File: src/rtl/ps2_key_event_fifo.sv
// PS/2 keyboard front end: pin synchronisers, 11-bit frame receiver with
// start/parity/stop/timeout checking, E0/F0 prefix decoder, typematic repeat
// filter, key press counter and a first-word fall-through event FIFO.
module ps2_key_event_fifo #(
    parameter int FIFO_DEPTH  = 8,
    parameter int CNT_W       = 8,
    parameter int SYNC_STAGES = 2,
    parameter int TIMEOUT     = 50000,
    parameter bit REPEAT_EN   = 1'b0
) (
    input  logic                          clk,
    input  logic                          rst,
    input  logic                          ps2_clk,
    input  logic                          ps2_data,
    input  logic                          rd_en,
    input  logic                          clr_err,
    output logic                          ev_valid,
    output logic [7:0]                    ev_code,
    output logic                          ev_ext,
    output logic                          ev_break,
    output logic [$clog2(FIFO_DEPTH):0]   fifo_level,
    output logic                          key_down,
    output logic [7:0]                    last_code,
    output logic [CNT_W-1:0]              key_count,
    output logic                          overflow,
    output logic                          frame_err
);

    localparam int AW = $clog2(FIFO_DEPTH);
    localparam int TW = $clog2(TIMEOUT + 1);

    localparam logic [TW-1:0]    TO_LAST  = TW'(TIMEOUT - 1);
    localparam logic [TW-1:0]    TO_ONE   = TW'(1);
    localparam logic [AW:0]      LVL_FULL = (AW + 1)'(FIFO_DEPTH);
    localparam logic [AW:0]      LVL_ONE  = (AW + 1)'(1);
    localparam logic [AW-1:0]    PTR_ONE  = AW'(1);
    localparam logic [CNT_W-1:0] CNT_ONE  = CNT_W'(1);

    localparam logic [7:0] CODE_EXT = 8'hE0;
    localparam logic [7:0] CODE_BRK = 8'hF0;

    localparam logic [1:0] ST_IDLE    = 2'd0;
    localparam logic [1:0] ST_EXT     = 2'd1;
    localparam logic [1:0] ST_BRK     = 2'd2;
    localparam logic [1:0] ST_EXT_BRK = 2'd3;

    // ------------------------------------------------------------------
    // Pin synchronisers and falling-edge detect
    // ------------------------------------------------------------------
    logic [SYNC_STAGES-1:0] clk_sync;
    logic [SYNC_STAGES-1:0] data_sync;
    logic                   clk_prev;
    logic                   clk_s;
    logic                   data_s;
    logic                   fall;

    assign clk_s  = clk_sync[SYNC_STAGES-1];
    assign data_s = data_sync[SYNC_STAGES-1];
    assign fall   = clk_prev & ~clk_s;

    // Bring both pins into the clk domain; idle level of the bus is high.
    always_ff @(posedge clk) begin
        if (rst) begin
            clk_sync  <= '1;
            data_sync <= '1;
            clk_prev  <= 1'b1;
        end else begin
            clk_sync  <= {clk_sync[SYNC_STAGES-2:0], ps2_clk};
            data_sync <= {data_sync[SYNC_STAGES-2:0], ps2_data};
            clk_prev  <= clk_s;
        end
    end

    // ------------------------------------------------------------------
    // Frame receiver: bit_cnt 0 = waiting for start, 1..8 data,
    // 9 parity, 10 stop. vld_p0/err_p0 are one-cycle strobes.
    // ------------------------------------------------------------------
    logic [3:0]    bit_cnt;
    logic [TW-1:0] timer;
    logic [7:0]    shreg;
    logic          par_bit;
    logic [7:0]    byte_p0;
    logic          vld_p0;
    logic          err_p0;

    // Bit counter, inter-edge timeout and frame check strobes.
    always_ff @(posedge clk) begin
        if (rst) begin
            bit_cnt <= 4'd0;
            timer   <= '0;
            vld_p0  <= 1'b0;
            err_p0  <= 1'b0;
        end else begin
            vld_p0 <= 1'b0;
            err_p0 <= 1'b0;
            if (fall) begin
                timer <= '0;
                if (bit_cnt == 4'd0) begin
                    if (!data_s) begin
                        bit_cnt <= 4'd1;
                    end else begin
                        err_p0  <= 1'b1;
                    end
                end else if (bit_cnt < 4'd10) begin
                    bit_cnt <= bit_cnt + 4'd1;
                end else begin
                    bit_cnt <= 4'd0;
                    // Stop must be high and data+parity must hold an odd count of ones.
                    if (data_s && (^{par_bit, shreg})) begin
                        vld_p0 <= 1'b1;
                    end else begin
                        err_p0 <= 1'b1;
                    end
                end
            end else if (bit_cnt != 4'd0) begin
                if (timer == TO_LAST) begin
                    bit_cnt <= 4'd0;
                    timer   <= '0;
                    err_p0  <= 1'b1;
                end else begin
                    timer   <= timer + TO_ONE;
                end
            end else begin
                timer <= '0;
            end
        end
    end

    // Data capture: shift in LSB first, latch parity, hand the byte to p0 on the stop bit.
    always_ff @(posedge clk) begin
        if (fall) begin
            if ((bit_cnt >= 4'd1) && (bit_cnt <= 4'd8)) begin
                shreg <= {data_s, shreg[7:1]};
            end
            if (bit_cnt == 4'd9) begin
                par_bit <= data_s;
            end
            if (bit_cnt == 4'd10) begin
                byte_p0 <= shreg;
            end
        end
    end

    // ------------------------------------------------------------------
    // Prefix decoder (byte_p0/vld_p0 -> one event per key action)
    // ------------------------------------------------------------------
    logic [1:0] state;
    logic [1:0] state_nxt;
    logic       ev_fire;
    logic       ev_ext_d;
    logic       ev_brk_d;

    // Next-state and event generation from the received byte.
    always_comb begin
        state_nxt = state;
        ev_fire   = 1'b0;
        ev_ext_d  = 1'b0;
        ev_brk_d  = 1'b0;
        if (err_p0) begin
            state_nxt = ST_IDLE;
        end else if (vld_p0) begin
            case (state)
                ST_IDLE: begin
                    if (byte_p0 == CODE_EXT) begin
                        state_nxt = ST_EXT;
                    end else if (byte_p0 == CODE_BRK) begin
                        state_nxt = ST_BRK;
                    end else begin
                        ev_fire   = 1'b1;
                        state_nxt = ST_IDLE;
                    end
                end
                ST_EXT: begin
                    if (byte_p0 == CODE_BRK) begin
                        state_nxt = ST_EXT_BRK;
                    end else begin
                        ev_fire   = 1'b1;
                        ev_ext_d  = 1'b1;
                        state_nxt = ST_IDLE;
                    end
                end
                ST_BRK: begin
                    state_nxt = ST_IDLE;
                    if (byte_p0 != CODE_EXT) begin
                        ev_fire  = 1'b1;
                        ev_brk_d = 1'b1;
                    end
                end
                default: begin
                    state_nxt = ST_IDLE;
                    if (byte_p0 != CODE_EXT) begin
                        ev_fire  = 1'b1;
                        ev_ext_d = 1'b1;
                        ev_brk_d = 1'b1;
                    end
                end
            endcase
        end
    end

    // Decoder state register.
    always_ff @(posedge clk) begin
        if (rst) begin
            state <= ST_IDLE;
        end else begin
            state <= state_nxt;
        end
    end

    // ------------------------------------------------------------------
    // Held-key tracking, repeat filter and press counter
    // ------------------------------------------------------------------
    logic held_ext;
    logic held_match;
    logic is_repeat;
    logic push;

    assign held_match = ({held_ext, last_code} == {ev_ext_d, byte_p0});
    assign is_repeat  = key_down & held_match;
    assign push       = ev_fire & (ev_brk_d | ~is_repeat | REPEAT_EN);

    // Update counters and the held key on every decoded event, pushed or not.
    always_ff @(posedge clk) begin
        if (rst) begin
            key_count <= '0;
            key_down  <= 1'b0;
            last_code <= 8'd0;
            held_ext  <= 1'b0;
        end else if (ev_fire) begin
            if (!ev_brk_d) begin
                if (!is_repeat) begin
                    key_count <= key_count + CNT_ONE;
                    last_code <= byte_p0;
                    held_ext  <= ev_ext_d;
                    key_down  <= 1'b1;
                end
            end else if (held_match) begin
                key_down <= 1'b0;
            end
        end
    end

    // ------------------------------------------------------------------
    // Event FIFO, first-word fall-through
    // ------------------------------------------------------------------
    logic [9:0]    mem [FIFO_DEPTH];
    logic [AW-1:0] wr_ptr;
    logic [AW-1:0] rd_ptr;
    logic [9:0]    head;
    logic          full;
    logic          do_pop;
    logic          do_push;
    logic          drop;

    assign full    = (fifo_level == LVL_FULL);
    assign do_pop  = rd_en & ev_valid;
    assign do_push = push & (~full | do_pop);
    assign drop    = push & full & ~do_pop;

    assign head     = mem[rd_ptr];
    assign ev_valid = (fifo_level != '0);
    assign ev_code  = ev_valid ? head[7:0] : 8'd0;
    assign ev_break = ev_valid & head[8];
    assign ev_ext   = ev_valid & head[9];

    // Pointers and occupancy; a simultaneous push and pop leaves the level alone.
    always_ff @(posedge clk) begin
        if (rst) begin
            wr_ptr     <= '0;
            rd_ptr     <= '0;
            fifo_level <= '0;
        end else begin
            if (do_push) begin
                wr_ptr <= wr_ptr + PTR_ONE;
            end
            if (do_pop) begin
                rd_ptr <= rd_ptr + PTR_ONE;
            end
            if (do_push && !do_pop) begin
                fifo_level <= fifo_level + LVL_ONE;
            end else if (do_pop && !do_push) begin
                fifo_level <= fifo_level - LVL_ONE;
            end
        end
    end

    // Event storage, packed as {ext, break, code}.
    always_ff @(posedge clk) begin
        if (do_push) begin
            mem[wr_ptr] <= {ev_ext_d, ev_brk_d, byte_p0};
        end
    end

    // Sticky error flags; a new set beats a simultaneous clear.
    always_ff @(posedge clk) begin
        if (rst) begin
            overflow  <= 1'b0;
            frame_err <= 1'b0;
        end else begin
            overflow  <= drop   | (overflow  & ~clr_err);
            frame_err <= err_p0 | (frame_err & ~clr_err);
        end
    end

endmodule
File: config.mk
export PLATFORM = sky130hd
export DESIGN_NAME = ps2_key_event_fifo
export DESIGN_NICKNAME = d
export VERILOG_FILES = /design/src/rtl/ps2_key_event_fifo.sv
export SDC_FILE = /design/constraint.sdc
export NUM_CORES = 1
export LEC_CHECK = 0
export BUFFER_PORTS_ARGS = -buffer_cell sky130_fd_sc_hd__buf_2
export CAP_MARGIN = 20
export CORE_MARGIN = 2
export CORE_UTILIZATION = 45
export CTS_CLUSTER_SIZE = 24
export DETAILED_ROUTE_END_ITERATION = 10
export GPL_TIMING_DRIVEN = 0
export PLACE_DENSITY = 0.61
export SLEW_MARGIN = 10
export SYNTH_ARGS = -nofsm -noshare
export SYNTH_HDL_FRONTEND = slang
export SYNTH_SLANG_ARGS = --single-unit
File: constraint.sdc
create_clock -name clk -period 3.4 [get_ports clk]
set_input_delay 0.17 -clock clk [delete_from_list [all_inputs] [get_ports clk]]
set_output_delay 0.17 -clock clk [all_outputs]
set_load 0.005 [all_outputs]
=== Yosys cells after proc, flatten, opt, wreduce, memory -nomap -nowiden ===
Memories as Yosys holds them, arrays and structs flattened. A register that Yosys moved wholly into a read port is not among the register bits.
Index checks and enable logic that the tools add are counted.
Widths: inputs -> output; s select.

* Register bits: 76
* RAM bits: 80
* Input port bits: 6
* Output and inout bits: 34
* Word-level logic and storage cells: 132
* Memories: 1

* $add $sub $neg: 7
* $lt $le $gt $ge: 3
* Equal/unequal tests: 13
* Muxes and demuxes: 40
* Bitwise operators: 23
* Reduce and logical (&&, ||, !) cells: 25

{| class="wikitable"
|+ Memories
! memory !! depth !! bits a word !! read ports !! clocked after memory_dff !! wr ports !! line !! text
|-
| mem || 8 || 10 || 1 || 1 || 1 || 246 || <nowiki>logic [9:0] mem [FIFO_DEPTH];</nowiki>
|}

{| class="wikitable"
|+ Operators by type and width
! cell !! number
|-
| $mux 4 || 8
|-
| $mux 1 || 23
|-
| $add 16x1->16 const B || 1
|-
| $eq 16x16->1 const B || 1
|-
| $eq 8x8->1 const B || 2
|-
| $eq 4x4->1 const B || 3
|-
| $and 1x1->1 || 11
|-
| $eq 9x9->1 || 1
|-
| $reduce_and 3->1 || 3
|-
| $reduce_xor 9->1 || 1
|-
| $add 4x1->4 const B || 2
|-
| $add 8x1->8 const B || 1
|-
| $mux 8 || 1
|-
| $ne 8x8->1 const B || 1
|-
| $not 1->1 || 8
|-
| $reduce_bool 4->1 || 2
|-
| $reduce_or 4->1 || 2
|-
| $add 3x1->3 const B || 2
|-
| $mux 2 || 3
|-
| $mux 3 || 2
|-
| $reduce_and 2->1 || 3
|-
| $reduce_bool 2->1 || 3
|-
| $reduce_or 2->1 || 3
|-
| $ge 4x1->1 const B || 1
|-
| 15 further kinds || 23
|}

=== Depth between registers and ports, before layout ===
Gate-level depths: netlist (run 1).

* Word-level depth: 15
* Depth in mapped cells: 14
* Depth with buffers taken out: 13

=== Worst setup path after synthesis (run 1) ===
Ideal clock, no wire load.

* Kind: flip-flop to flip-flop
* Start: reg byte_p0[4]
* End: reg fifo_level[3]
* Library setup time: 71 ps
* Data arrival time: 3439 ps
* Data required time: 3329 ps
* Path slack: -110 ps
* Cell stages (with the launch flop): 15
* Buffers on the path: 1
* Period minus slack after synthesis: 3510 ps
* Path through: edfxtp_1 > buf_4 > xor2_1 > a311oi_4 > xor2_2 > o31ai_2 > inv_1 > ha_1 > inv_1 > ha_1 > a21o_1 > a21oi_1 > xnor2_1 > or3_1 > a21oi_1

* Cells in the longest elaborated chain, start to end: 14
* Elaborated cells on any way between the ends: 26
* Those cells by class: 4 x eq/ne; 13 x mux; 5 x bitwise; 4 x reduce/logical

{| class="wikitable"
|+ Ends and longest elaborated chain
! element !! line !! text
|-
| start: declaration || 82 || <nowiki>logic [7:0] byte_p0;</nowiki>
|-
| start signal: assignment || 139 || <nowiki>byte_p0 <= shreg;</nowiki>
|-
| $ne 8x8->1 / $eq 8x8->1 (equally long branches) || 191, 174 ||
|-
| $mux 1 (on tied branches) || 191, 174 ||
|-
| $pmux 1 s2 (*) || 162 || <nowiki>case (state)</nowiki>
|-
| $mux 1 (*) || 161 || <nowiki>end else if (vld_p0) begin</nowiki>
|-
| $mux 1 (*) || 159 || <nowiki>if (err_p0) begin</nowiki>
|-
| via ev_ext_d || 150 || <nowiki>logic ev_ext_d;</nowiki>
|-
| $eq 9x9->1 (*) || 218 || <nowiki>assign held_match = ({held_ext, last_code} == {ev_ext_d, byte_p0});</nowiki>
|-
| $and 1x1->1 (*) || 219 || <nowiki>assign is_repeat = key_down & held_match;</nowiki>
|-
| $not 1->1 (no source line) (*) || -- ||
|-
| $or 1x1->1 (*) || 220 || <nowiki>assign push = ev_fire & (ev_brk_d | ~is_repeat | REPEAT_EN);</nowiki>
|-
| $and 1x1->1 (*) || 220 ||
|-
| $and 1x1->1 (*) || 257 || <nowiki>assign do_push = push & (~full | do_pop);</nowiki>
|-
| via do_push || 252 || <nowiki>logic do_push;</nowiki>
|-
| $logic_not 1->1 || 281 || <nowiki>end else if (do_pop && !do_push) begin</nowiki>
|-
| $logic_and 1x1->1 || 281 ||
|-
| $reduce_bool 2->1 (no source line) || -- ||
|-
| end signal: assignment || 280 || <nowiki>fifo_level <= fifo_level + LVL_ONE;</nowiki>
|-
| end signal: assignment || 282 || <nowiki>fifo_level <= fifo_level - LVL_ONE;</nowiki>
|-
| end: declaration || 21 || <nowiki>output logic [$clog2(FIFO_DEPTH):0] fifo_level,</nowiki>
|}

The timed path passes the listed nets; every way through them passes the cells marked *.
A chain may end at the register's enable or synchronous reset.

=== Worst setup path in the final report (run 1) ===
Ends and elaborated chain as after synthesis.

==> load_flow_metrics.sql, run 1 <==
INSERT INTO impl_metrics (metric_group, metric, value, unit) VALUES
('sta', 'timing_worst_slew_pin_value', '0.873', 'ns'),
('power_and_ir_drop', 'seqPwrFrac', '45.7', '%'),
('clocking', 'cts_tree', 'done', ''),
('floorplanning', 'floorplan.initialDensity', '45.6', '%'),
('power_and_ir_drop', 'post-layout-total-power', '4550', 'uW'),
('yosys', 'yosysWarnings', '0', ''),
('critical_path', 'crit-reg2reg-capture', 'fifo_level[3]', ''),
('place', 'portBuffers', '38', ''),
('sta', 'report.final.slew_viol_count', '0', ''),
('critical_path', 'worst-setup-path-type', 'flip-flop to flip-flop', ''),
('flow_run', 'max_cap_viol_count', '0', ''),
('sta', 'final.setup_skew', '0.00642', 'ns'),
('routing', 'drt_first_pass_iters', '4', ''),
('sta', 'max-slew-margin-rel', '41.8', '%'),
('grt', 'grt_first_pass_wirelength', '20500', 'um'),
('power_and_ir_drop', 'power.ir.vdd_worst', '0.468', 'mV'),
('yosys', 'yosys.cell_types.count', '55', ''),
('final_layout', 'antenna-diode-count', '0', ''),
('place', 'dp_hpwl', '8730', 'um'),
('final_layout', 'final_net_count', '579', ''),
('clocking', 'clock_network_latency_to_the_later_pin_of_the_worst_skew_pair', '0.42', 'ns'),
('grt', 'grt_antenna_before_repair', '0', ''),
('critical_path', 'setup_slack_reg_to_reg', '0.18', 'ns'),
('power_and_ir_drop', 'sw_share', '22.7', '%'),
('sta', 'final_hold_viol_count', '0', ''),
('critical_path', 'critical_path.reg2reg.startpoint', 'byte_p0[4]', ''),
('yosys', 'postSynthAreaPerCell', '13.7', 'um2'),
('yosys', 'synth_common_cells', 'sky130_fd_sc_hd__edfxtp_1 (97), sky130_fd_sc_hd__nor2_1 (67), sky130_fd_sc_hd__dfxtp_1 (62), sky130_fd_sc_hd__xor2_1 (24), sky130_fd_sc_hd__mux2i_1 (23)', ''),
('clocking', 'cts_max_level', '4', ''),
('final_layout', 'post_route_cells_drive_above_1_share', '23.9', '%'),
('grt', 'grt.met2_usage', '28.5', '%'),
('routing', 'initialDrtViolationCount', '263', ''),
('routing', 'drc', '0', ''),
('grt', 'grt_use_met3', '4.45', '%'),
('clocking', 'clock-root-buffer', 'sky130_fd_sc_hd__clkbuf_16', ''),
('place', 'detailedPlace.worstSlack', '-0.606', 'ns'),
('power_and_ir_drop', 'clk_network_pwr_share', '43.5', '%'),
('grt', 'grt-ovfl-total', '0', ''),
('routing', 'drt-vias-per-instance', '5.19', ''),
('yosys', 'dominantRegCellSynth', 'sky130_fd_sc_hd__edfxtp_1', ''),
('yosys', 'async_reset_ff_share', '0', '%'),
('yosys', 'synth_fp_nets', '499', ''),
('routing', 'route.final.wire_length', '12700', 'um'),
('critical_path', 'worst-endpoint-arrival', '3.56', 'ns'),
('power_and_ir_drop', 'power.internal', '3510', 'uW'),
('floorplanning', 'fp.dieW', '125', 'um'),
('critical_path', 'worst-path-max-fanout', '10', ''),
('power_and_ir_drop', 'power.net_switching', '1030', 'uW'),
('final_layout', 'synthToLayoutAreaGrowth', '19.7', '%'),
('routing', 'postRouteAntennaNets', '0', ''),
('run_status', 'status', 'completed', ''),
('yosys', 'synth_most_common_cell', 'sky130_fd_sc_hd__edfxtp_1', ''),
('power_and_ir_drop', 'p_comb_share', '10.7', '%'),
('yosys', 'synth_seq_area_share', '63.1', '%'),
('grt', 'global_route.usage.met1', '21.4', '%'),
('routing', 'detail_route.wl_per_cell', '16.8', 'um'),
('place', 'routabilityCongestion', '0.817', ''),
('sta', 'final-setup-viol-count', '0', ''),
('min_path', 'holdCritPathClass', 'primary input to flip-flop', ''),
('sta', 'finalWorstSetupSlack', '0.184', 'ns'),
('sta', 'upper_clock_frequency_limit', '0.311', 'GHz'),
('power_and_ir_drop', 'p_leak', '0.00286', 'uW'),
('grt', 'grt_pass1_vias', '3927', ''),
('yosys', 'ff_latch_count_synth', '159', ''),
('floorplanning', 'rows', '44', ''),
('yosys', 'synth_top_area_share', '44.3', '%'),
('floorplanning', 'floorplan.die_area', '15600', 'um2'),
('min_path', 'min_delay_worst_endpoint', 'frame_err', ''),
('final_layout', 'core_util_final', '54.6', '%'),
('min_path', 'min_from', 'clr_err', ''),
('clocking', 'cts-buffers-inserted', '17', '');
[critical path, cell delays in order (launching register included)]
cell and delay [ns]:
sky130_fd_sc_hd__edfxtp_1 0.39, sky130_fd_sc_hd__buf_4 0.19, sky130_fd_sc_hd__xor2_1 0.17, sky130_fd_sc_hd__a311oi_4 0.39, sky130_fd_sc_hd__xor2_2 0.19, sky130_fd_sc_hd__o31ai_4 0.27, sky130_fd_sc_hd__inv_1 0.07, sky130_fd_sc_hd__ha_1 0.21
sky130_fd_sc_hd__inv_1 0.13, sky130_fd_sc_hd__ha_1 0.24, sky130_fd_sc_hd__a21o_1 0.17, sky130_fd_sc_hd__a21oi_1 0.17, sky130_fd_sc_hd__xnor2_1 0.09, sky130_fd_sc_hd__or3_1 0.31, sky130_fd_sc_hd__a21oi_1 0.15
[placed cells by master (no fill, tap or decap), types with 3 or more instances in the layout]
cell / count
sky130_fd_sc_hd__nor2b_1: 4
sky130_fd_sc_hd__dfxtp_1: 62
sky130_fd_sc_hd__a21oi_1: 12
sky130_fd_sc_hd__or2_2: 6
sky130_fd_sc_hd__inv_6: 3
sky130_fd_sc_hd__nand2b_1: 6
sky130_fd_sc_hd__ha_1: 12
sky130_fd_sc_hd__mux4_2: 20
sky130_fd_sc_hd__buf_1: 4
sky130_fd_sc_hd__clkinv_1: 4
sky130_fd_sc_hd__clkbuf_1: 9
sky130_fd_sc_hd__nor4_2: 4
sky130_fd_sc_hd__nand4_1: 3
sky130_fd_sc_hd__a211oi_1: 3
sky130_fd_sc_hd__mux2i_1: 23
sky130_fd_sc_hd__nand2_1: 18
sky130_fd_sc_hd__clkbuf_16: 17
sky130_fd_sc_hd__nor4_1: 3
sky130_fd_sc_hd__nor2_1: 67
sky130_fd_sc_hd__buf_4: 20
sky130_fd_sc_hd__nand3_1: 14
sky130_fd_sc_hd__nor3_1: 5
sky130_fd_sc_hd__and3_1: 6
sky130_fd_sc_hd__o21ai_0: 8
sky130_fd_sc_hd__or3_1: 5
sky130_fd_sc_hd__buf_2: 40
sky130_fd_sc_hd__xor2_1: 24
sky130_fd_sc_hd__inv_1: 10
sky130_fd_sc_hd__bufinv_16: 4
sky130_fd_sc_hd__xnor2_1: 13
sky130_fd_sc_hd__edfxtp_1: 97
[power groups by stage]
stage	registers [uW]	clock network [uW]	logic (uW)
floorplan	2120	0	337
global placement	2120	0	489
detailed placement	2120	0	498
CTS	2080	2020	502
global route	2080	2110	551
finish	2080	1980	488
[logic make-up after synthesis]
group | share of synthesized area (%)
adder cells (fa/ha/maj) | 2.59
buffers and inverters | 1.71
AND/OR/NAND/NOR | 12.5
multiplexers | 10.7
flip-flops | 63.1
AO/OA/AOI/OAI | 3.93
XOR/XNOR | 5.51
[metal layers]
layer  wire (um)  vias to the layer above
met2        6460                       59
met1        5640                     1928
met5           0                        -
met3         405                       17
li1            -                     1927
met4         207                        0
[flip-flops by register name (all words and copies together) (netlist names), named ones only]
| signal | flops |
|---|---|
| state | 2 |
| data_sync | 2 |
| bit_cnt | 4 |
| fifo_level | 4 |
| last_code | 8 |
| held_ext | 1 |
| overflow | 1 |
| wr_ptr | 3 |
| shreg | 8 |
| vld_p0 | 1 |
| clk_sync | 2 |
| err_p0 | 1 |
| mem | 80 |
| timer | 16 |
| clk_prev | 1 |
| rd_ptr | 3 |
| byte_p0 | 8 |
| frame_err | 1 |
| key_count | 8 |
| key_down | 1 |
| par_bit | 1 |
[how the worst max path moves through the flow]
stage | startpoint | end | slack [ns]
global route | byte_p0[4] | fifo_level[3] | -0.003
detailed placement | byte_p0[4] | fifo_level[3] | -0.61
global placement | byte_p0[4] | mem[1][2] | -1.01
finish | byte_p0[4] | fifo_level[3] | 0.18
floorplan | byte_p0[4] | fifo_level[3] | 0.02
CTS | byte_p0[5] | fifo_level[3] | 0.02
[repair_timing]
action                                  CTS  global route
hold endpoints to repair                  2             0
endpoints found under the setup margin   13             1
buffers inserted                          4             9
pin swaps                                 2             3
resized for setup                         3             5
hold buffers                              2             0
[per-stage QoR]
stage	std cells	cell area, um2	hold WS [ns]
floorplan	480	6590	0.274
global placement	702	7010	0.356
detailed placement	708	7090	0.355
CTS	746	7770	0.0481
global route	757	7880	0.0724
finish	757	7880	0.0733
[cell type report]
class	instances	area, um2
multi-input cells	295	2400
repair buffers	61	367
clock inverters	15	190
clock buffers	17	425
inverters	10	37.5
plain buffers	16	75.1
well taps	184	230
flip-flops and latches	159	4150
fillers	1234	6550
Power figures use the tool's default switching activity.
==> inputs of run 2 (changes only) <==
--- a/config.mk
+++ b/config.mk
@@ -6,13 +6,14 @@
 export NUM_CORES = 1
 export LEC_CHECK = 0
 export BUFFER_PORTS_ARGS = -buffer_cell sky130_fd_sc_hd__buf_2
-export CAP_MARGIN = 20
+export CELL_PAD_IN_SITES_DETAIL_PLACEMENT = 0
+export CELL_PAD_IN_SITES_GLOBAL_PLACEMENT = 1
 export CORE_MARGIN = 2
 export CORE_UTILIZATION = 45
 export CTS_CLUSTER_SIZE = 24
 export DETAILED_ROUTE_END_ITERATION = 10
 export GPL_TIMING_DRIVEN = 0
-export PLACE_DENSITY = 0.61
+export PLACE_DENSITY = 0.72
 export SLEW_MARGIN = 10
 export SYNTH_ARGS = -nofsm -noshare
 export SYNTH_HDL_FRONTEND = slang
==> load_flow_metrics.sql, run 2 (synthesized netlist as in run 1, its figures left out) <==
INSERT INTO impl_metrics (metric_group, metric, value, unit) VALUES
('sta', 'final_hold_viol_count', '0', ''),
('routing', 'initialDrtViolationCount', '187', ''),
('routing', 'drt_first_pass_iters', '4', ''),
('power_and_ir_drop', 'power.net_switching', '1040', 'uW'),
('sta', 'final-setup-viol-count', '0', ''),
('floorplanning', 'die_y', '125', 'um'),
('power_and_ir_drop', 'p_comb_share', '10.9', '%'),
('clocking', 'cts_tree', 'done', ''),
('power_and_ir_drop', 'post-layout-total-power', '4470', 'uW'),
('routing', 'routed_via_count', '3945', ''),
('routing', 'drt-vias-per-instance', '5.21', ''),
('final_layout', 'core_util_final', '54.7', '%'),
('critical_path', 'worst-path-max-fanout', '10', ''),
('routing', 'detail_route.wl_per_cell', '16.7', 'um'),
('clocking', 'clock_network_latency_to_the_later_pin_of_the_worst_skew_pair', '0.42', 'ns'),
('floorplanning', 'io-pin-count', '40', ''),
('floorplanning', 'rows', '44', ''),
('power_and_ir_drop', 'power.ir.vdd_worst', '0.322', 'mV'),
('critical_path', 'worst-endpoint-arrival', '3.50', 'ns'),
('final_layout', 'largest_register_ff_count', '80', ''),
('grt', 'globalRouteTotalUtil', '17.0', '%'),
('final_layout', 'layout_common_cells', 'sky130_fd_sc_hd__edfxtp_1 (97), sky130_fd_sc_hd__nor2_1 (67), sky130_fd_sc_hd__dfxtp_1 (62)', ''),
('sta', 'final.setup_skew', '0.00739', 'ns'),
('clocking', 'cts_max_level', '4', ''),
('place', 'routabilityCongestion', '0.796', ''),
('final_layout', 'post_route_cells_drive_above_1_share', '24.4', '%'),
('power_and_ir_drop', 'p_leak', '0.00285', 'uW'),
('power_and_ir_drop', 'power.internal', '3440', 'uW'),
('critical_path', 'crit_required', '3.75', 'ns'),
('floorplanning', 'core', '14400', 'um2'),
('sta', 'timing.hold.ws', '0.0655', 'ns'),
('critical_path', 'setup.worst_path.end_class', 'flip-flop', ''),
('clocking', 'cts-buffers-inserted', '17', ''),
('grt', 'grt_pass1_vias', '3918', ''),
('routing', 'drc', '0', ''),
('place', 'detailedPlace.worstSlack', '-0.542', 'ns'),
('flow_run', 'max_cap_viol_count', '0', ''),
('critical_path', 'setup.worst_path.start_class', 'flip-flop', ''),
('sta', 'finalWorstSetupSlack', '0.249', 'ns'),
('grt', 'grt_antenna_before_repair', '0', ''),
('critical_path', 'worst-setup-path-type', 'flip-flop to flip-flop', ''),
('grt', 'grt_first_pass_wirelength', '20500', 'um'),
('clocking', 'clk_pin_slew_worst_paths', '0.06', 'ns'),
('final_layout', 'synthToLayoutAreaGrowth', '19.8', '%'),
('sta', 'report.final.slew_viol_count', '0', ''),
('place', 'portBuffers', '38', ''),
('routing', 'postRouteAntennaNets', '0', ''),
('floorplanning', 'floorplan.initialDensity', '45.6', '%'),
('power_and_ir_drop', 'sw_share', '23.2', '%'),
('sta', 'timing_worst_slew_pin_value', '0.969', 'ns'),
('floorplanning', 'floorplan.die_area', '15600', 'um2'),
('sta', 'final.period_utilization', '92.7', '%'),
('final_layout', 'antenna-diode-count', '0', ''),
('place', 'dp_hpwl', '8620', 'um'),
('sta', 'max-slew-margin-rel', '35.2', '%'),
('grt', 'grt-ovfl-total', '0', ''),
('sta', 'period_minus_slack', '3.15', 'ns'),
('power_and_ir_drop', 'seqPwrFrac', '46.5', '%'),
('final_layout', 'final_net_count', '579', ''),
('power_and_ir_drop', 'clk_network_pwr_share', '42.6', '%'),
('run_status', 'status', 'completed', ''),
('sta', 'grt_setup_unrepaired', 'false', ''),
('min_path', 'holdCritPathClass', 'primary input to flip-flop', ''),
('grt', 'grt_start_max_net_pins', '17', ''),
('power_and_ir_drop', 'power.density_cell_area', '567', 'nW/um2'),
('clocking', 'clkSinkCount', '159', ''),
('floorplanning', 'fp.dieW', '125', 'um'),
('clocking', 'cts_max_path_bufs', '2', ''),
('final_layout', 'top_register_by_number_of_flip_flops', 'mem', ''),
('sta', 'upper_clock_frequency_limit', '0.317', 'GHz'),
('final_layout', 'reg.largest.list', 'mem: 80 flops, timer: 16 flops', ''),
('clocking', 'clock-root-buffer', 'sky130_fd_sc_hd__clkbuf_16', ''),
('routing', 'route.final.wire_length', '12700', 'um'),
('final_layout', 'layout_commonest_cell', 'sky130_fd_sc_hd__edfxtp_1', '');
==> run 2: final cells by class <==
type | instances | area, um2
Buffer | 16 | 75.1
Clock buffer | 17 | 425
Clock inverter | 15 | 166
Fill cell | 1242 | 6540
Inverter | 10 | 37.5
Multi-Input combinational cell | 295 | 2430
Sequential cell | 159 | 4150
Tap cell | 184 | 230
Timing Repair Buffer | 61 | 363
==> run 2: repair_timing <==
action / in CTS / in global routing
gates cloned: 0 / 0
hold buffers: 2 / 0
endpoints found under the hold margin: 2 / 0
pin swaps: 2 / 3
endpoints found under the setup margin: 13 / 11
resized for setup: 2 / 10
setup buffers: 4 / 11
==> run 2: critical path, stage by stage (launching register included) <==
cell	delay, ns
sky130_fd_sc_hd__edfxtp_1	0.38
sky130_fd_sc_hd__buf_4	0.19
sky130_fd_sc_hd__xor2_1	0.17
sky130_fd_sc_hd__a311oi_4	0.44
sky130_fd_sc_hd__xor2_4	0.15
sky130_fd_sc_hd__o31ai_4	0.26
sky130_fd_sc_hd__inv_1	0.07
sky130_fd_sc_hd__ha_1	0.22
sky130_fd_sc_hd__inv_2	0.09
sky130_fd_sc_hd__ha_1	0.23
sky130_fd_sc_hd__a21o_1	0.17
sky130_fd_sc_hd__a21oi_1	0.17
sky130_fd_sc_hd__xnor2_1	0.09
sky130_fd_sc_hd__or3_1	0.31
sky130_fd_sc_hd__a21oi_1	0.14
==> run 2: per-stage QoR <==
stage,setup TNS (ns),cell area (um2),cells
2_1_floorplan,0,6590,480
3_3_place_gp,-42.05,7010,702
3_5_place_dp,-1.21,7090,708
4_1_cts,0,7740,746
5_1_grt,0,7890,757
6_report,0,7890,757
==> run 2: layer usage <==
layer	global-route usage, %	wire [um]	vias to the layer above
met5	0	0	-
met4	6.27	170	0
met3	4.45	457	12
met2	28.5	6300	67
met1	21.3	5730	1945
li1	-	-	1921
==> run 2: worst paths after layout <==
| kind | cells past startpoint | endpoint | from | slack [ns] |
|---|---|---|---|---|
| setup / recovery | 14 | fifo_level[3] | byte_p0[4] | 0.25 |
| hold / removal | 4 | overflow | clr_err | 0.07 |
| setup reg to reg | 14 | fifo_level[3] | byte_p0[4] | 0.25 |
| hold reg to reg | 1 | data_sync[1] | data_sync[0] | 0.41 |
==> run 2: power by group through the flow <==
stage / Clock (uW) / Sequential [uW] / Combinational, uW
final: 1910 / 2080 / 488
after global routing: 2020 / 2080 / 555
after CTS: 1940 / 2080 / 504
after detailed placement: 0 / 2120 / 498
after global placement: 0 / 2120 / 488
after floorplan: 0 / 2120 / 337
==> inputs of run 3 (changes only) <==
--- a/config.mk
+++ b/config.mk
@@ -5,11 +5,12 @@
 export SDC_FILE = /design/constraint.sdc
 export NUM_CORES = 1
 export LEC_CHECK = 0
+export ABC_AREA = 1
 export BUFFER_PORTS_ARGS = -buffer_cell sky130_fd_sc_hd__buf_2
 export CELL_PAD_IN_SITES_DETAIL_PLACEMENT = 0
 export CELL_PAD_IN_SITES_GLOBAL_PLACEMENT = 1
 export CORE_MARGIN = 2
-export CORE_UTILIZATION = 45
+export CORE_UTILIZATION = 43
 export CTS_CLUSTER_SIZE = 24
 export DETAILED_ROUTE_END_ITERATION = 10
 export GPL_TIMING_DRIVEN = 0
==> load_flow_metrics.sql, run 3 <==
INSERT INTO impl_metrics (metric_group, metric, value, unit) VALUES
('final_layout', 'synthToLayoutAreaGrowth', '18.7', '%'),
('yosys', 'yosys.cell_types.count', '42', ''),
('final_layout', 'layout_commonest_cell', 'sky130_fd_sc_hd__nor2_1', ''),
('floorplanning', 'core', '15300', 'um2'),
('yosys', 'synthCells', '677', ''),
('routing', 'drt_first_pass_iters', '4', ''),
('final_layout', 'layout_common_cells', 'sky130_fd_sc_hd__nor2_1 (131), sky130_fd_sc_hd__edfxtp_1 (97), sky130_fd_sc_hd__nand2_1 (70)', ''),
('sta', 'period_minus_slack', '3.12', 'ns'),
('power_and_ir_drop', 'post-layout-total-power', '4960', 'uW'),
('yosys', 'synth_fp_nets', '696', ''),
('critical_path', 'setup.worst_path.end_class', 'flip-flop', ''),
('sta', 'max-slew-margin-rel', '29.9', '%'),
('yosys', 'ff_latch_count_synth', '159', ''),
('final_layout', 'reg.largest.list', 'mem: 80 flops, timer: 16 flops', ''),
('sta', 'timing_worst_slew_pin_value', '1.05', 'ns'),
('sta', 'setup-tns-final', '0', 'ns'),
('clocking', 'cts_max_path_bufs', '2', ''),
('critical_path', 'worst-path-max-fanout', '4', ''),
('final_layout', 'top_register_by_number_of_flip_flops', 'mem', ''),
('power_and_ir_drop', 'power.density_cell_area', '619', 'nW/um2'),
('grt', 'globalRouteTotalUtil', '19.0', '%'),
('routing', 'routed_via_count', '4885', ''),
('yosys', 'synth_edf_count', '97', ''),
('critical_path', 'worst-endpoint-arrival', '3.43', 'ns'),
('grt', 'grt_start_max_net_pins', '17', ''),
('final_layout', 'final_net_count', '779', ''),
('routing', 'route.final.wire_length', '15000', 'um'),
('clocking', 'cts-buffers-inserted', '17', ''),
('critical_path', 'setup.worst_path.start_class', 'flip-flop', ''),
('place', 'portBuffers', '39', ''),
('critical_path', 'crit_chain', 'buf_4 -> xor2_1 -> nor2_1 -> nand2_1 -> nor2_2 -> nand2_1 -> nor2_4 -> nand3_2 -> nand3_4 -> inv_1 -> ha_1 -> inv_1 -> ha_1 -> and3_1 -> a211oi_2 -> nor2_1 -> nor2_1 -> nand2_1 -> o21ai_0 -> a21oi_1', ''),
('power_and_ir_drop', 'power.ir.vdd_worst', '0.359', 'mV'),
('final_layout', 'final.fill_count', '1379', ''),
('sta', 'final.setup_skew', '0.00942', 'ns'),
('yosys', 'synth_seq_area_share', '61.4', '%'),
('routing', 'drt-vias-per-instance', '4.96', ''),
('min_path', 'holdCritPathClass', 'primary input to flip-flop', ''),
('flow_run', 'max_cap_viol_count', '0', ''),
('floorplanning', 'fp.dieW', '129', 'um'),
('critical_path', 'crit_required', '3.71', 'ns'),
('routing', 'postRouteAntennaNets', '0', ''),
('yosys', 'yosysWarnings', '0', ''),
('floorplanning', 'floorplan.initialDensity', '44.3', '%'),
('clocking', 'cts_tree', 'done', ''),
('clocking', 'clock_network_latency_to_the_later_pin_of_the_worst_skew_pair', '0.43', 'ns'),
('grt', 'grt_antenna_before_repair', '0', ''),
('place', 'routabilityCongestion', '0.759', ''),
('yosys', 'top_post_synthesis_cells_by_area', 'sky130_fd_sc_hd__edfxtp_1 (43%), sky130_fd_sc_hd__dfxtp_1 (18%), sky130_fd_sc_hd__nor2_1 (7.3%), sky130_fd_sc_hd__o21ai_0 (4.7%), sky130_fd_sc_hd__nand2_1 (3.9%)', ''),
('yosys', 'synth_common_cells', 'sky130_fd_sc_hd__nor2_1 (132), sky130_fd_sc_hd__edfxtp_1 (97), sky130_fd_sc_hd__nand2_1 (70), sky130_fd_sc_hd__o21ai_0 (64), sky130_fd_sc_hd__dfxtp_1 (62)', ''),
('clocking', 'clkSinkCount', '159', ''),
('yosys', 'synth.cell_area', '6760', 'um2'),
('sta', 'final.period_utilization', '91.8', '%'),
('power_and_ir_drop', 'p_leak', '0.00299', 'uW'),
('final_layout', 'largest_register_ff_count', '80', ''),
('clocking', 'clk_pin_slew_worst_paths', '0.06', 'ns'),
('routing', 'drc', '0', ''),
('critical_path', 'crit_slowest_cell', 'sky130_fd_sc_hd__edfxtp_1', ''),
('floorplanning', 'floorplan.die_area', '16700', 'um2'),
('run_status', 'status', 'completed', ''),
('critical_path', 'cp_top_family', 'simple AND/OR/NAND/NOR gates', ''),
('floorplanning', 'rows', '45', ''),
('floorplanning', 'die_y', '129', 'um'),
('yosys', 'postSynthAreaPerCell', '9.99', 'um2'),
('place', 'dp_hpwl', '10200', 'um'),
('sta', 'upper_clock_frequency_limit', '0.320', 'GHz'),
('yosys', 'synth_most_common_cell', 'sky130_fd_sc_hd__nor2_1', ''),
('grt', 'grt_first_pass_wirelength', '23900', 'um'),
('final_layout', 'post_route_cells_drive_above_1_share', '17.7', '%'),
('grt', 'grt_pass1_vias', '4756', ''),
('final_layout', 'antenna-diode-count', '0', ''),
('yosys', 'yosys.area.top_type', 'sky130_fd_sc_hd__edfxtp_1', ''),
('yosys', 'async_reset_ff_share', '0', '%'),
('critical_path', 'critical_path.max_stage_delay', '0.46', 'ns'),
('sta', 'final_hold_viol_count', '0', ''),
('critical_path', 'worst-setup-path-type', 'flip-flop to flip-flop', ''),
('critical_path', 'critical_path_buf_inv_count', '3', ''),
('final_layout', 'core_util_final', '52.6', '%'),
('routing', 'detail_route.wl_per_cell', '15.2', 'um'),
('clocking', 'clock-root-buffer', 'sky130_fd_sc_hd__clkbuf_16', ''),
('yosys', 'synth_top_area_share', '43.1', '%'),
('routing', 'initialDrtViolationCount', '271', ''),
('sta', 'final-setup-viol-count', '0', ''),
('sta', 'report.final.slew_viol_count', '0', ''),
('yosys', 'dominantRegCellSynth', 'sky130_fd_sc_hd__edfxtp_1', ''),
('grt', 'grt-ovfl-total', '0', ''),
('clocking', 'cts_max_level', '4', ''),
('floorplanning', 'io-pin-count', '40', '');
run 3: cell types whose count changed in the layout (fill, tap and decap cells not counted), moves of 13 or more:
cell	change
sky130_fd_sc_hd__a21oi_1	+13
sky130_fd_sc_hd__mux4_2	-20
sky130_fd_sc_hd__inv_1	+44
sky130_fd_sc_hd__mux2i_1	-23
sky130_fd_sc_hd__nor2_1	+64
sky130_fd_sc_hd__o21ai_0	+56
sky130_fd_sc_hd__nand2_1	+52
run 3: kinds of logic (layout without fill, tap and decap cells):
logic type,Yosys count,after routing,synth area share [%]
simple gates,269,269,17.4
flops,159,159,61.4
compound gates,127,127,10.3
buf+inv,83,179,5.01
xor+xnor,26,26,3.37
fa+ha+maj,13,13,2.52
run 3: worst min-delay path: cells and delay by family:
| kind | cells | cell delay, ns |
|---|---|---|
| AO/OA/AOI/OAI | 1 | 0.05 |
| buffers and inverters | 2 | 0.12 |
| AND/OR/NAND/NOR | 1 | 0.05 |
run 3: final cells by class:
class                   instances  area (um2)  area share, %
clock inverters                14         119           1.48
plain buffers                  23         114           1.42
flip-flops and latches        159        4150           51.8
multi-input cells             435        2330           29.0
well taps                     211         264           3.29
clock buffers                  18         429           5.35
repair buffers                 64         388           4.83
inverters                      60         225           2.81
run 3: power breakdown:
group          internal (uW)  switching, uW
sequential              2070           55.1
combinational            394            690
clock                   1000            749
run 3: metal layers:
| metal | up-vias | track usage, % | share of wire (%) |
|---|---|---|---|
| li1 | 2461 | - | - |
| met1 | 2302 | 23.3 | 43 |
| met2 | 93 | 31.8 | 49 |
| met3 | 29 | 4.38 | 4.4 |
| met4 | 0 | 9.14 | 2.9 |
| met5 | - | 0 | 0 |
run 3: worst paths after layout:
| check | from | slack (ns) | cells after the start | endpoint |
|---|---|---|---|---|
| worst max-delay path | byte_p0[4] | 0.28 | 20 | fifo_level[3] |
| worst min-delay path | clr_err | 0.02 | 4 | overflow |
| worst max register to register | byte_p0[4] | 0.28 | 20 | fifo_level[3] |
| worst min register to register | data_sync[0] | 0.41 | 1 | data_sync[1] |
run 3: what timing repair did:
| action | CTS | global route |
|---|---|---|
| hold buffers | 2 | 0 |
| setup endpoints to repair | 22 | 1 |
| setup buffers | 16 | 4 |
| pin swaps | 1 | 1 |
| resized for setup | 2 | 5 |
| endpoints found under the hold margin | 2 | 0 |
run 3: stage by stage:
step                      setup WS, ns  std cells  hold WS (ns)  area (um2)
final                            0.279        984        0.0176        8020
after global routing          -0.00936        984        0.0145        8020
after CTS                       0.0173        980       0.00495        7960
after detailed placement        -0.476        930         0.381        7260
after global placement          -0.381        927         0.380        7220
after floorplan                  0.484        677         0.274        6760
